==> config.mk <==
export PLATFORM = sky130hd
export DESIGN_NAME = unified_mem_arbiter
export DESIGN_NICKNAME = d
export VERILOG_FILES = /design/src/rtl/unified_mem_arbiter.sv
export SDC_FILE = /design/constraint.sdc
export NUM_CORES = 1
export LEC_CHECK = 0
export BUFFER_PORTS_ARGS = -buffer_cell sky130_fd_sc_hd__buf_2
export CAP_MARGIN = 0
export CORE_UTILIZATION = 48
export CTS_CLUSTER_SIZE = 10
export DETAILED_ROUTE_END_ITERATION = 12
export HOLD_SLACK_MARGIN = 0.1
export PLACE_DENSITY = 0.84
export SKIP_LAST_GASP = 1
export SLEW_MARGIN = 30
export SYNTH_ARGS = -nofsm -noshare
export SYNTH_HDL_FRONTEND = slang
export SYNTH_SLANG_ARGS = --single-unit
==> constraint.sdc <==
create_clock -name clk -period 5.84 [get_ports clk]
set_input_delay 0.584 -clock clk [delete_from_list [all_inputs] [get_ports clk]]
set_output_delay 0.584 -clock clk [all_outputs]
set_load 0.005 [all_outputs]
==> src/rtl/unified_mem_arbiter.sv <==
// rtl/unified_mem_arbiter.sv - shares one single-port memory between the fetch and data ports
// Data port wins arbitration; a starvation counter forces a fetch grant once
// STARVE_MAX consecutive data grants have been made while a fetch was pending.
module unified_mem_arbiter #(
  parameter int AW         = 32,
  parameter int MEM_LAT    = 1,
  parameter int STARVE_MAX = 4
) (
  input  logic          clk,
  input  logic          reset,
  input  logic          if_req,
  input  logic [AW-1:0] if_addr,
  output logic [31:0]   if_rdata,
  output logic          if_ready,
  input  logic          dm_req,
  input  logic          dm_we,
  input  logic [AW-1:0] dm_addr,
  input  logic [31:0]   dm_wdata,
  output logic [31:0]   dm_rdata,
  output logic          dm_ready,
  output logic          mem_en,
  output logic          mem_we,
  output logic [AW-1:0] mem_addr,
  output logic [31:0]   mem_wdata,
  input  logic [31:0]   mem_rdata,
  output logic          stallf,
  output logic          stallm
);

  typedef enum logic [1:0] {
    IDLE  = 2'd0,
    ISSUE = 2'd1,
    WAIT  = 2'd2,
    RESP  = 2'd3
  } state_t;

  // WAIT counts down from MEM_LAT-1; capture happens on the edge where it is 0.
  localparam logic [2:0] LAT_LOAD   = 3'(MEM_LAT - 1);
  localparam logic [3:0] STARVE_LIM = 4'(STARVE_MAX);

  state_t        state_q, state_d;
  logic          owner_dm_q, owner_dm_d;   // 1 = data port owns the transaction
  logic [AW-1:0] addr_q, addr_d;
  logic          we_q, we_d;
  logic [31:0]   wdata_q, wdata_d;
  logic [3:0]    starve_q, starve_d;
  logic [2:0]    lat_q, lat_d;
  logic          mem_en_q, mem_en_d;
  logic          mem_we_q, mem_we_d;
  logic          if_ready_q, if_ready_d;
  logic          dm_ready_q, dm_ready_d;
  logic [31:0]   if_rdata_q, if_rdata_d;
  logic [31:0]   dm_rdata_q, dm_rdata_d;

  logic          fetch_forced;

  // A pending fetch that has watched STARVE_MAX data grants in a row overrides data priority.
  assign fetch_forced = if_req && (starve_q == STARVE_LIM);

  // Next-state, arbitration, capture and registered-output computation.
  always_comb begin
    state_d    = state_q;
    owner_dm_d = owner_dm_q;
    addr_d     = addr_q;
    we_d       = we_q;
    wdata_d    = wdata_q;
    starve_d   = starve_q;
    lat_d      = lat_q;
    if_rdata_d = if_rdata_q;
    dm_rdata_d = dm_rdata_q;
    mem_en_d   = 1'b0;
    mem_we_d   = 1'b0;
    if_ready_d = 1'b0;
    dm_ready_d = 1'b0;

    case (state_q)
      IDLE: begin
        if (dm_req && !fetch_forced) begin
          owner_dm_d = 1'b1;
          addr_d     = dm_addr;
          we_d       = dm_we;
          wdata_d    = dm_wdata;
          mem_en_d   = 1'b1;
          mem_we_d   = dm_we;
          state_d    = ISSUE;
          if (!if_req) begin
            starve_d = 4'd0;
          end else if (starve_q != STARVE_LIM) begin
            starve_d = starve_q + 4'd1;
          end
        end else if (if_req) begin
          owner_dm_d = 1'b0;
          addr_d     = if_addr;
          we_d       = 1'b0;
          wdata_d    = 32'd0;
          mem_en_d   = 1'b1;
          state_d    = ISSUE;
          starve_d   = 4'd0;
        end else begin
          starve_d = 4'd0;
        end
      end
      ISSUE: begin
        lat_d   = LAT_LOAD;
        state_d = WAIT;
      end
      WAIT: begin
        if (lat_q == 3'd0) begin
          if (owner_dm_q) begin
            if (!we_q) begin
              dm_rdata_d = mem_rdata;
            end
            dm_ready_d = 1'b1;
          end else begin
            if_rdata_d = mem_rdata;
            if_ready_d = 1'b1;
          end
          state_d = RESP;
        end else begin
          lat_d = lat_q - 3'd1;
        end
      end
      RESP: begin
        state_d = IDLE;
      end
      default: begin
        state_d = IDLE;
      end
    endcase
  end

  // State and output registers; reset drops mem_en and both ready pulses immediately.
  always_ff @(posedge clk or posedge reset) begin
    if (reset) begin
      state_q    <= IDLE;
      owner_dm_q <= 1'b0;
      addr_q     <= '0;
      we_q       <= 1'b0;
      wdata_q    <= 32'd0;
      starve_q   <= 4'd0;
      lat_q      <= 3'd0;
      mem_en_q   <= 1'b0;
      mem_we_q   <= 1'b0;
      if_ready_q <= 1'b0;
      dm_ready_q <= 1'b0;
      if_rdata_q <= 32'd0;
      dm_rdata_q <= 32'd0;
    end else begin
      state_q    <= state_d;
      owner_dm_q <= owner_dm_d;
      addr_q     <= addr_d;
      we_q       <= we_d;
      wdata_q    <= wdata_d;
      starve_q   <= starve_d;
      lat_q      <= lat_d;
      mem_en_q   <= mem_en_d;
      mem_we_q   <= mem_we_d;
      if_ready_q <= if_ready_d;
      dm_ready_q <= dm_ready_d;
      if_rdata_q <= if_rdata_d;
      dm_rdata_q <= dm_rdata_d;
    end
  end

  assign mem_en    = mem_en_q;
  assign mem_we    = mem_we_q;
  assign mem_addr  = addr_q;
  assign mem_wdata = wdata_q;
  assign if_ready  = if_ready_q;
  assign dm_ready  = dm_ready_q;
  assign if_rdata  = if_rdata_q;
  assign dm_rdata  = dm_rdata_q;

  // Stalls follow the raw requests until the matching ready pulse.
  assign stallf = if_req & ~if_ready_q;
  assign stallm = dm_req & ~dm_ready_q;

endmodule

### After elaboration in Yosys (flattened, before gate mapping)

Index checks and enable logic that the tools add are counted.

| word-level totals | value |
|---|---|
| bits in registers | 143 |
| input bits | 133 |
| output and inout port bits | 134 |
| logic and storage cells | 70 |

| cells by class | value |
|---|---|
| add/subtract/negate cells | 2 |
| eq/ne operators | 9 |
| multiplexer cells | 27 |
| bitwise operators | 6 |
| reductions and logical operators | 13 |

Operator list:

| operator | number |
|---|---|
| 32-bit two-way mux | 4 |
| 1-bit two-way mux | 14 |
| 4-bit two-way mux | 3 |
| 2-bit one-hot mux with 4 select lines | 1 |
| 2-bit AND reduction | 4 |
| 2-bit two-way mux | 3 |
| 3-bit one-hot mux with 2 select lines | 1 |
| 4-bit by 1-bit adder with 4-bit output (second input constant) | 1 |
| 2-bit equality test (second input constant) | 2 |
| 4-bit by 3-bit equality test with 1-bit output (second input constant) | 1 |
| 2-bit != test (second input constant) | 2 |
| 4-bit by 3-bit != test with 1-bit output (second input constant) | 1 |
| 1-bit inverter | 4 |
| 4-bit AND reduction | 1 |
| 2-bit nonzero test | 2 |
| 3-bit logical NOT | 1 |
| 3-bit two-way mux | 1 |
| 3-bit by 2-bit != test with 1-bit output (second input constant) | 1 |
| 3-bit != test (second input constant) | 1 |
| 3-bit AND reduction | 1 |
| 3-bit by 1-bit subtractor with 3-bit output (second input constant) | 1 |
| 1-bit bitwise AND | 2 |
| 2-bit by 1-bit equality test with 1-bit output (second input constant) | 1 |
| 1-bit logical AND | 2 |
| other kinds (2) | 2 |

### Depth between registers and ports, before layout

Gate-level depths: netlist of the first run.

| logic depth | value |
|---|---|
| word-level depth | 6 |
| gate-level depth with buffers | 8 |
| mapped depth without buffers | 6 |

### Least setup slack after synthesis of the first run

No wires, ideal clock.

| path | value |
|---|---|
| kind | in2out |
| start | input port dm_req |
| end | output port stallm |
| arrival | 1.186 ns |
| required time | 5.256 ns |
| slack | 4.070 ns |
| stages | 3 |
| buffers on the path | 2 |
| cells stage by stage | buf_2 > clkbuf_1 > nor2b_1 |

| on the way | value |
|---|---|
| word-level cells in the longest chain between the ends | 1 |

RTL lines:

| item | line | text |
|---|---|---|
| start: declaration | 15 | `input logic dm_req,` |
| 1-bit bitwise AND | 176 | `assign stallm = dm_req & ~dm_ready_q;` |
| end: declaration | 27 | `output logic stallm` |

Every way passes these cells.

### Worst setup path after layout of the first run

| path | value |
|---|---|
| start | register state_q[0] |
| end | register addr_q[29] (netlist: mem_addr[29]) |

| on the way | value |
|---|---|
| word-level cells in the longest chain between the ends | 2 |

RTL lines:

| item | line | text |
|---|---|---|
| start: declaration | 41 | `state_t state_q, state_d;` |
| start signal: assignment | 149 | `state_q <= state_d;` |
| 2-bit logical NOT | 76 | `case (state_q)` |
| 2-bit AND reduction (no source line) | - |  |
| end signal: assignment | 151 | `addr_q <= addr_d;` |
| end: declaration | 43 | `logic [AW-1:0] addr_q, addr_d;` |

Every way passes these cells.
A chain may end at the register's enable or synchronous reset.

==> flow_summary.json, run 1 <==
{
  "status": "completed",
  "seq_area_sq_mm": 0.003578,
  "yosys-top-cells-count": "143 x dfrtp_1, 67 x nand2_1, 59 x mux2_4",
  "yosysMostFrequentCell": "dfrtp_1",
  "synth_ff_type": "dfrtp_1",
  "multiInputGateArea_sq_mm": 0.002278,
  "reg2reg_slack_ns": 3.52,
  "design.core.area_sq_mm": 0.01221,
  "slew_violations": 0,
  "ctsHoldBuffers": 0,
  "die_width_um": 114.8,
  "drv_cap": 0,
  "drtIter0Drc": 411,
  "wl_met2_um": 7396,
  "top_layer": "met4",
  "wl_per_cell_um": 16.79,
  "drt-total-wl_um": 15010,
  "met3WireLength_um": 1391,
  "critPathRequiredTime_ns": 6.10,
  "final.period_utilization": 0.3964,
  "dp_hpwl_um": 10380,
  "power_leakage_nw": 4.201,
  "synth_warnings": 0,
  "relSlewSlack": 0.4069,
  "async_flop_share": 1.000,
  "syn_area_per_cell_sq_um": 13.20,
  "yosysTopAreaCellShare": 0.5855,
  "max_freq_ghz": 0.4319,
  "grt_pass1_vias": 4715,
  "yosys.area.top_type": "dfrtp_1",
  "antenna_found_initial": 0,
  "io_buffers": 266,
  "syn_nets": 603,
  "antennaDiodeCount": 0,
  "rows": 40,
  "peakVddDrop_uv": 252.8,
  "crit_fanout": 44,
  "post-route-min-period_ns": 2.315,
  "num_vias": 4793,
  "vias_per_cell": 5.361,
  "power.density_mw_per_mm2": 574.6,
  "ys_ff_latch": 143,
  "ys_types": 30,
  "timing.setup.tns_ns": 0,
  "grt_max_degree": 78,
  "crit_path_end_kind": "register",
  "ys_seq_area_frac": 0.5855,
  "tritoncts": "yes",
  "initial_core_util": 0.5005,
  "place_ws_ns": 3.377,
  "ant_nets": 0,
  "path_class": "reg2reg",
  "grt_pass1_wl_um": 23670,
  "drive_gt1_frac": 0.5138,
  "grtUsageTotal": 0.2325,
  "r2r_cells": 7,
  "drc": 0,
  "fillers": 908,
  "area_growth_pct": 31.89,
  "clkSinkCount": 143,
  "synth.area.top_cells": "dfrtp_1 59%, mux2_4 14%, a22o_1 4.7%",
  "synth-edff-count": 0,
  "ios": 267,
  "cts_resized": 0,
  "design.die.area_sq_mm": 0.01319,
  "rsz0062_at_grt": "no",
  "grt_remaining_overflow": 0,
  "finalSetupViolations": 0,
  "h-tree-depth": 4,
  "final_nets": 854,
  "synth_area_sq_mm": 0.006112,
  "fp.dieH_um": 114.8,
  "cts_buffer_depth": 2,
  "fin_ws_ns": 3.525,
  "synth_cells": 463,
  "cts_made_buffers": 17,
  "m1WireLength_um": 5986,
  "drtPass1Iterations": 4,
  "hold_violations": 0,
  "hold_class": "in2async",
  "insertion_delay_ns": 0.41,
  "cts_setup_buffers": 0,
  "r2r_end": "mem_addr[29]",
  "cp-start-kind": "register",
  "arrival_ns": 2.57,
  "cts-root-buf": "clkbuf_16",
  "timing.rr.start": "state_q[0]",
  "clk_pin_slew_worst_paths_ns": 0.06,
  "gp_congestion": 0.8034,
  "skew_ns": 0.01196,
  "tightest_slew_ns": 0.8841
}
## state kept, by name, indices dropped and copies added (netlist names)
signal and cells:
mem_wdata 32, starve_q 4, mem_addr 32, owner_dm_q 1
mem_en 1, dm_ready 1, lat_q 3, if_ready 1
state_q 2, mem_we 1, dm_rdata 32, if_rdata 32
we_q 1
## through the flow
stage / hold WS [ns] / instances / utilization / power [W] / cell area (sq um)
final: 0.2432 / 894 / 0.6601 / 0.004632 / 8061
after global routing: 0.2836 / 894 / 0.6601 / 0.004912 / 8061
after CTS: 0.2624 / 894 / 0.6598 / 0.004667 / 8058
after detailed placement: 0.4838 / 863 / 0.6124 / 0.003592 / 7478
after global placement: 0.4717 / 863 / 0.6118 / 0.003494 / 7471
after floorplan: 0.4561 / 463 / - / 0.002879 / 6112
## worst max path at each step
stage | start | end | slack (ns) | cells after the start
6_report | state_q[0] | mem_addr[29] | 3.52 | 7
5_1_grt | state_q[0] | mem_addr[18] | 3.34 | 7
4_1_cts | state_q[0] | mem_addr[29] | 3.52 | 7
3_5_place_dp | dm_req | mem_addr[15] | 3.38 | 5
3_3_place_gp | dm_req | mem_addr[10] | 3.32 | 3
2_1_floorplan | reset | dm_rdata[0] | 1.42 | 1
## layout by cell type (no fill, tap or decap), drive strengths merged, types with 4 or more instances in the layout
master	netlist	routed
a22o	33	33
ha	7	7
clkinv	0	7
mux2	65	65
inv	12	12
o211ai	32	32
clkbuf	17	18
buf	21	270
nand2b	5	5
nand2	67	67
nand4	34	34
clkinvlp	0	4
dfrtp	143	143
## per-layer routing
layer,track usage,vias up
met2,0.3908,293
met5,0,-
met1,0.2855,2308
met3,0.06853,24
li1,-,2168
met4,0.08312,0
## where the power goes
part / switching [W] / internal, W / total (W)
logic: 0.000807 / 0.00101 / 0.00181
registers: 0.000285 / 0.00149 / 0.00177
clock network: 0.000411 / 0.000637 / 0.00105
total: 0.00150 / 0.00313 / 0.00463
## final cells by class
type	count	share of cell area
Multi-Input combinational cell	270	0.2826
Tap cell	168	0.02607
Timing Repair Buffer	270	0.1693
Inverter	12	0.006208
Clock buffer	18	0.05448
Sequential cell	143	0.4439
Clock inverter	13	0.01738
## cells by family (layout without fill, tap and decap cells)
| kind of cell | Yosys count | count (layout) | share of synthesized area |
|---|---|---|---|
| compound gates | 77 | 77 | 0.1003 |
| fa+ha+maj | 7 | 7 | 0.01433 |
| simple gates | 120 | 120 | 0.09703 |
| flops | 143 | 143 | 0.5855 |
| buf+inv | 50 | 313 | 0.04524 |
| mux | 66 | 66 | 0.1576 |
## critical path: stages, from the launching register on
cell and delay [ns]:
dfrtp_1 0.37, inv_1 0.07, ha_1 0.19, buf_4 0.27, o21ai_4 0.12, clkinv_1 0.71, nand2_1 0.31, o211ai_1 0.12
(Power assumes the default switching activity.)
==> run 2, diff against run 1 <==
clock period = 2.2 ns   (was 5.84 ns; I/O delays follow)
==> flow_summary.json, run 2 (synthesized netlist as in run 1, its figures left out) <==
{
  "grtUsageTotal": 0.3025,
  "grt_pass1_vias": 5856,
  "path_delay_family": "buffers and inverters",
  "cpPeakStageDelay_ns": 0.37,
  "combPwrFrac": 0.403,
  "io_buffers": 266,
  "hold_class": "in2reg",
  "tightest_slew_ns": 0.7253,
  "slew_violations": 0,
  "holdWs_ns": 0.1228,
  "p_sw_w": 0.004240,
  "insertion_delay_ns": 0.41,
  "final.period_utilization": 0.8864,
  "num_vias": 5542,
  "tritoncts": "yes",
  "hold_violations": 0,
  "clkSinkCount": 143,
  "die_width_um": 114.8,
  "power.density_mw_per_mm2": 1385,
  "arrival_ns": 2.29,
  "final_cell_mix": "266 x buf_2, 143 x dfrtp_1, 120 x dlygate4sd3_1",
  "wl_per_cell_um": 18.89,
  "design.die.area_sq_mm": 0.01319,
  "placedCellCount": 870,
  "initial_core_util": 0.5005,
  "cts_resized": 0,
  "clkPwrFrac": 0.230,
  "grt_pass1_wl_um": 30480,
  "pwr-share-seq": 0.368,
  "cts_buffer_depth": 2,
  "max_freq_ghz": 0.5128,
  "ios": 267,
  "drt-total-wl_um": 19280,
  "skew_ns": 0.006480,
  "netSwitchingFraction": 0.3265,
  "rsz0062_at_grt": "no",
  "finalSetupViolations": 0,
  "post-route-util": 0.7676,
  "cts_made_buffers": 17,
  "design.core.area_sq_mm": 0.01221,
  "crit_fanout": 35,
  "reg2reg_slack_ns": 0.25,
  "vias_per_cell": 5.428,
  "crit_path_top_delay_cell": "dfrtp_1",
  "antenna_found_initial": 0,
  "instances_no_fill": 1021,
  "clk_pin_slew_worst_paths_ns": 0.06,
  "final_nets": 981,
  "h-tree-depth": 4,
  "fp.dieH_um": 114.8,
  "cts_setup_buffers": 0,
  "critPathRequiredTime_ns": 2.54,
  "worstPathCellList": "inv_1, ha_1, nand4b_4, buf_4, and3_1, buf_4, a22o_1",
  "timing.setup.tns_ns": 0,
  "ant_nets": 0,
  "rows": 40,
  "cp-start-kind": "register",
  "p_total_w": 0.01299,
  "post-route-min-period_ns": 1.950,
  "worstPathBufferInverterCount": 3,
  "cp.depth": 7,
  "crit_path_end_kind": "register",
  "drtPass1Iterations": 5,
  "antennaDiodeCount": 0,
  "area_growth_pct": 53.37,
  "worst_path_most_repeated_cell": "buf_4",
  "drive_gt1_frac": 0.4420,
  "grt_max_degree": 144,
  "holdPathStages": 3,
  "power_leakage_nw": 4.765,
  "path_class": "reg2reg",
  "gp_congestion": 0.7968,
  "final_common_cell": "buf_2",
  "status": "completed",
  "dp_hpwl_um": 10370,
  "grt_remaining_overflow": 0,
  "relSlewSlack": 0.5165,
  "intPower_w": 0.008747,
  "drc": 0,
  "r2r_cells": 7,
  "drtIter0Drc": 508,
  "drv_cap": 0,
  "peakVddDrop_uv": 693.2,
  "cts-root-buf": "clkbuf_16"
}
-- run 2: cell types whose count changed in the layout (fill, tap and decap cells not counted), sizes merged --
| cell | delta |
|---|---|
| buf | +7 |
| clkinv | -4 |
| dlygate4sd3 | +120 |
| clkbuf | +2 |
| inv | -1 |
| bufinv | +2 |
| clkinvlp | +1 |
-- run 2: per-layer routing --
metal	track usage	wire (um)	vias up
met5	0	0	-
met3	0.08751	1687	62
met2	0.4863	9458	380
met4	0.1645	608	0
li1	-	-	2422
met1	0.3693	7528	2678
-- run 2: worst paths after layout --
kind | start | to
min in group asynchronous | reset | mem_wdata[3]
max reg2reg | starve_q[0] | mem_wdata[21]
min reg2reg | lat_q[1] | lat_q[1]
min | dm_addr[28] | mem_addr[28]
max | starve_q[0] | mem_wdata[21]
max in group asynchronous | reset | if_rdata[8]
-- run 2: power by group through the flow --
stage,logic [W],clock network (W),registers [W]
global route,0.00567,0.00316,0.00489
floorplan,0.00291,0,0.00474
detailed placement,0.00489,0,0.00469
CTS,0.00508,0.00303,0.00470
finish,0.00523,0.00298,0.00477
global placement,0.00472,0,0.00462
-- run 2: area by class of cell --
class	instances	area, sq um
clock buffers	20	446.7
repair buffers	397	2653
clock inverters	11	165.2
flip-flops and latches	143	3578
well taps	168	210.2
fillers	710	2838
multi-input cells	270	2272
inverters	12	48.80
-- run 2: timing repair --
| item | 4_1_cts | 5_1_grt |
|---|---|---|
| hold buffers | 120 | 0 |
| endpoints found under the setup margin | 0 | 0 |
| hold endpoints to repair | 273 | 0 |
-- run 2: worst register-to-register path, cell delays in order (launching register included) --
cell,delay [ns]
dfrtp_1,0.37
inv_1,0.08
ha_1,0.23
nand4b_4,0.10
buf_4,0.34
and3_1,0.21
buf_4,0.34
a22o_1,0.22
-- run 2: metrics by stage --
| stage | area [sq um] | setup WS, ns |
|---|---|---|
| detailed placement | 7561 | 0.2817 |
| floorplan | 6116 | 0.1889 |
| global placement | 7560 | 0.2145 |
| CTS | 9374 | 0.2810 |
| global route | 9374 | 0.1438 |
| finish | 9374 | 0.2499 |
==> run 3, diff against run 2 <==
MAX_ROUTING_LAYER = met4   (was default)
REMOVE_ABC_BUFFERS = 1   (was default)
SLEW_MARGIN = default   (was 30)
==> flow_summary.json, run 3 (synthesized netlist as in run 1, its figures left out) <==
{
  "cts_setup_buffers": 0,
  "drive_gt1_frac": 0.4415,
  "fin_ws_ns": 0.2577,
  "drtIter0Drc": 372,
  "drv_cap": 0,
  "rows": 40,
  "finalSetupViolations": 0,
  "ant_nets": 0,
  "drtPass1Iterations": 5,
  "p_total_w": 0.01344,
  "tightest_slew_ns": 0.6782,
  "grt_remaining_overflow": 0,
  "cts_made_buffers": 17,
  "rsz0062_at_grt": "no",
  "post-route-min-period_ns": 1.942,
  "timing.rr.start": "lat_q[0]",
  "slew_violations": 0,
  "grt_use_met1": 0.3636,
  "busiest_layer": "met2",
  "relSlewSlack": 0.5478,
  "critPathRequiredTime_ns": 2.49,
  "clkSinkCount": 143,
  "clk_pin_slew_worst_paths_ns": 0.06,
  "max_freq_ghz": 0.5148,
  "drt-total-wl_um": 20570,
  "status": "completed",
  "power_leakage_nw": 4.823,
  "design.die.area_sq_mm": 0.01319,
  "area_growth_pct": 55.11,
  "skew_ns": 0.008801,
  "wl_per_cell_um": 20.13,
  "arrival_ns": 2.24,
  "num_vias": 5593,
  "cp-start-kind": "register",
  "final_cell_mix": "266 x buf_2, 143 x dfrtp_1, 121 x dlygate4sd3_1",
  "die_width_um": 114.8,
  "fp.dieH_um": 114.8,
  "antennaDiodeCount": 0,
  "io_buffers": 266,
  "grtUsageTotal": 0.3313,
  "crit_fanout": 33,
  "path_class": "reg2reg",
  "gp_congestion": 0.8417,
  "final_nets": 981,
  "hold_class": "in2reg",
  "ios": 267,
  "hold_violations": 0,
  "initial_core_util": 0.5005,
  "cts-root-buf": "clkbuf_16",
  "design.core.area_sq_mm": 0.01221,
  "antenna_found_initial": 0,
  "peakVddDrop_uv": 786.7,
  "final.period_utilization": 0.8829,
  "grt_max_degree": 78,
  "placed_cell_area_sq_mm": 0.007579,
  "place_ws_ns": 0.06918,
  "hp-start": "dm_addr[9]",
  "tritoncts": "yes",
  "grt_pass1_wl_um": 31800,
  "power.density_mw_per_mm2": 1418,
  "drc": 0,
  "grt_use_met3": 0.08171,
  "final_common_cell": "buf_2",
  "crit_path_end_kind": "register",
  "insertion_delay_ns": 0.41,
  "grt_pass1_vias": 5924,
  "vias_per_cell": 5.473,
  "h-tree-depth": 4,
  "fillers": 715,
  "final_cell_area_sq_mm": 0.009480,
  "cts_buffer_depth": 2,
  "grtUsageMet2": 0.5546,
  "dp_hpwl_um": 11660,
  "crit_start": "lat_q[0]"
}
run 3: cell types whose count changed in the layout (fill, tap and decap cells not counted):
cell,change
buf_4,-3
dlygate4sd3_1,+1
inv_6,+2
clkbuf_8,+3
clkinv_2,-2
clkinvlp_4,-4
bufinv_16,+2
buf_12,+2
run 3: per-stage QoR:
| step | util | hold WS [ns] | TNS, ns | std cells |
|---|---|---|---|---|
| 2_1_floorplan | - | 0.3486 | -387.47 | 425 |
| 3_5_place_dp | 0.6206 | 0.2172 | 0 | 869 |
| 4_1_cts | 0.7762 | 0.1084 | 0 | 1022 |
| 6_report | 0.7763 | 0.1300 | 0 | 1022 |
| 3_3_place_gp | 0.6206 | 0.2091 | 0 | 869 |
| 5_1_grt | 0.7763 | 0.1407 | 0 | 1022 |
run 3: final timing paths:
path                                      end  slack, ns  cells past startpoint
worst min register to register     owner_dm_q       0.50                      1
worst max-delay path             if_rdata[19]       0.26                      7
max in group asynchronous       mem_wdata[25]       1.08                      4
worst min-delay path              mem_addr[9]       0.13                      3
min in group asynchronous       mem_wdata[17]       0.35                      3
worst max register to register   if_rdata[19]       0.26                      7
run 3: per-layer routing:
layer	part of all wire	wire length (um)	up-vias
met5	0	0	-
met4	0.042	866	0
met3	0.093	1921	74
met2	0.50	10350	379
met1	0.36	7436	2723
li1	-	-	2417
run 3: cell type report:
type	count	area (sq um)	share of cell area
flip-flops and latches	143	3578	0.3775
repair buffers	397	2680	0.2827
inverters	12	50.05	0.005279
multi-input cells	270	2272	0.2397
well taps	168	210.2	0.02217
clock inverters	9	201.4	0.02125
clock buffers	23	488.0	0.05147
run 3: power by group:
part | switching, W | internal, W | total, W | leakage (nW)
clock network | 0.00108 | 0.00225 | 0.00333 | 0.334
logic | 0.00245 | 0.00290 | 0.00535 | 2.74
registers | 0.000807 | 0.00395 | 0.00476 | 1.74
run 3: worst max-delay path: stages, from the launching register on:
cell,delay (ns)
dfrtp_1,0.40
inv_1,0.07
ha_1,0.15
ha_1,0.23
nand2_1,0.10
or2_2,0.32
buf_12,0.21
mux2_4,0.34
run 3: what timing repair did:
| item | CTS | global route |
|---|---|---|
| setup endpoints to repair | 0 | 25 |
| hold endpoints to repair | 160 | 0 |
| hold buffers | 121 | 0 |
| resized for setup | 0 | 1 |
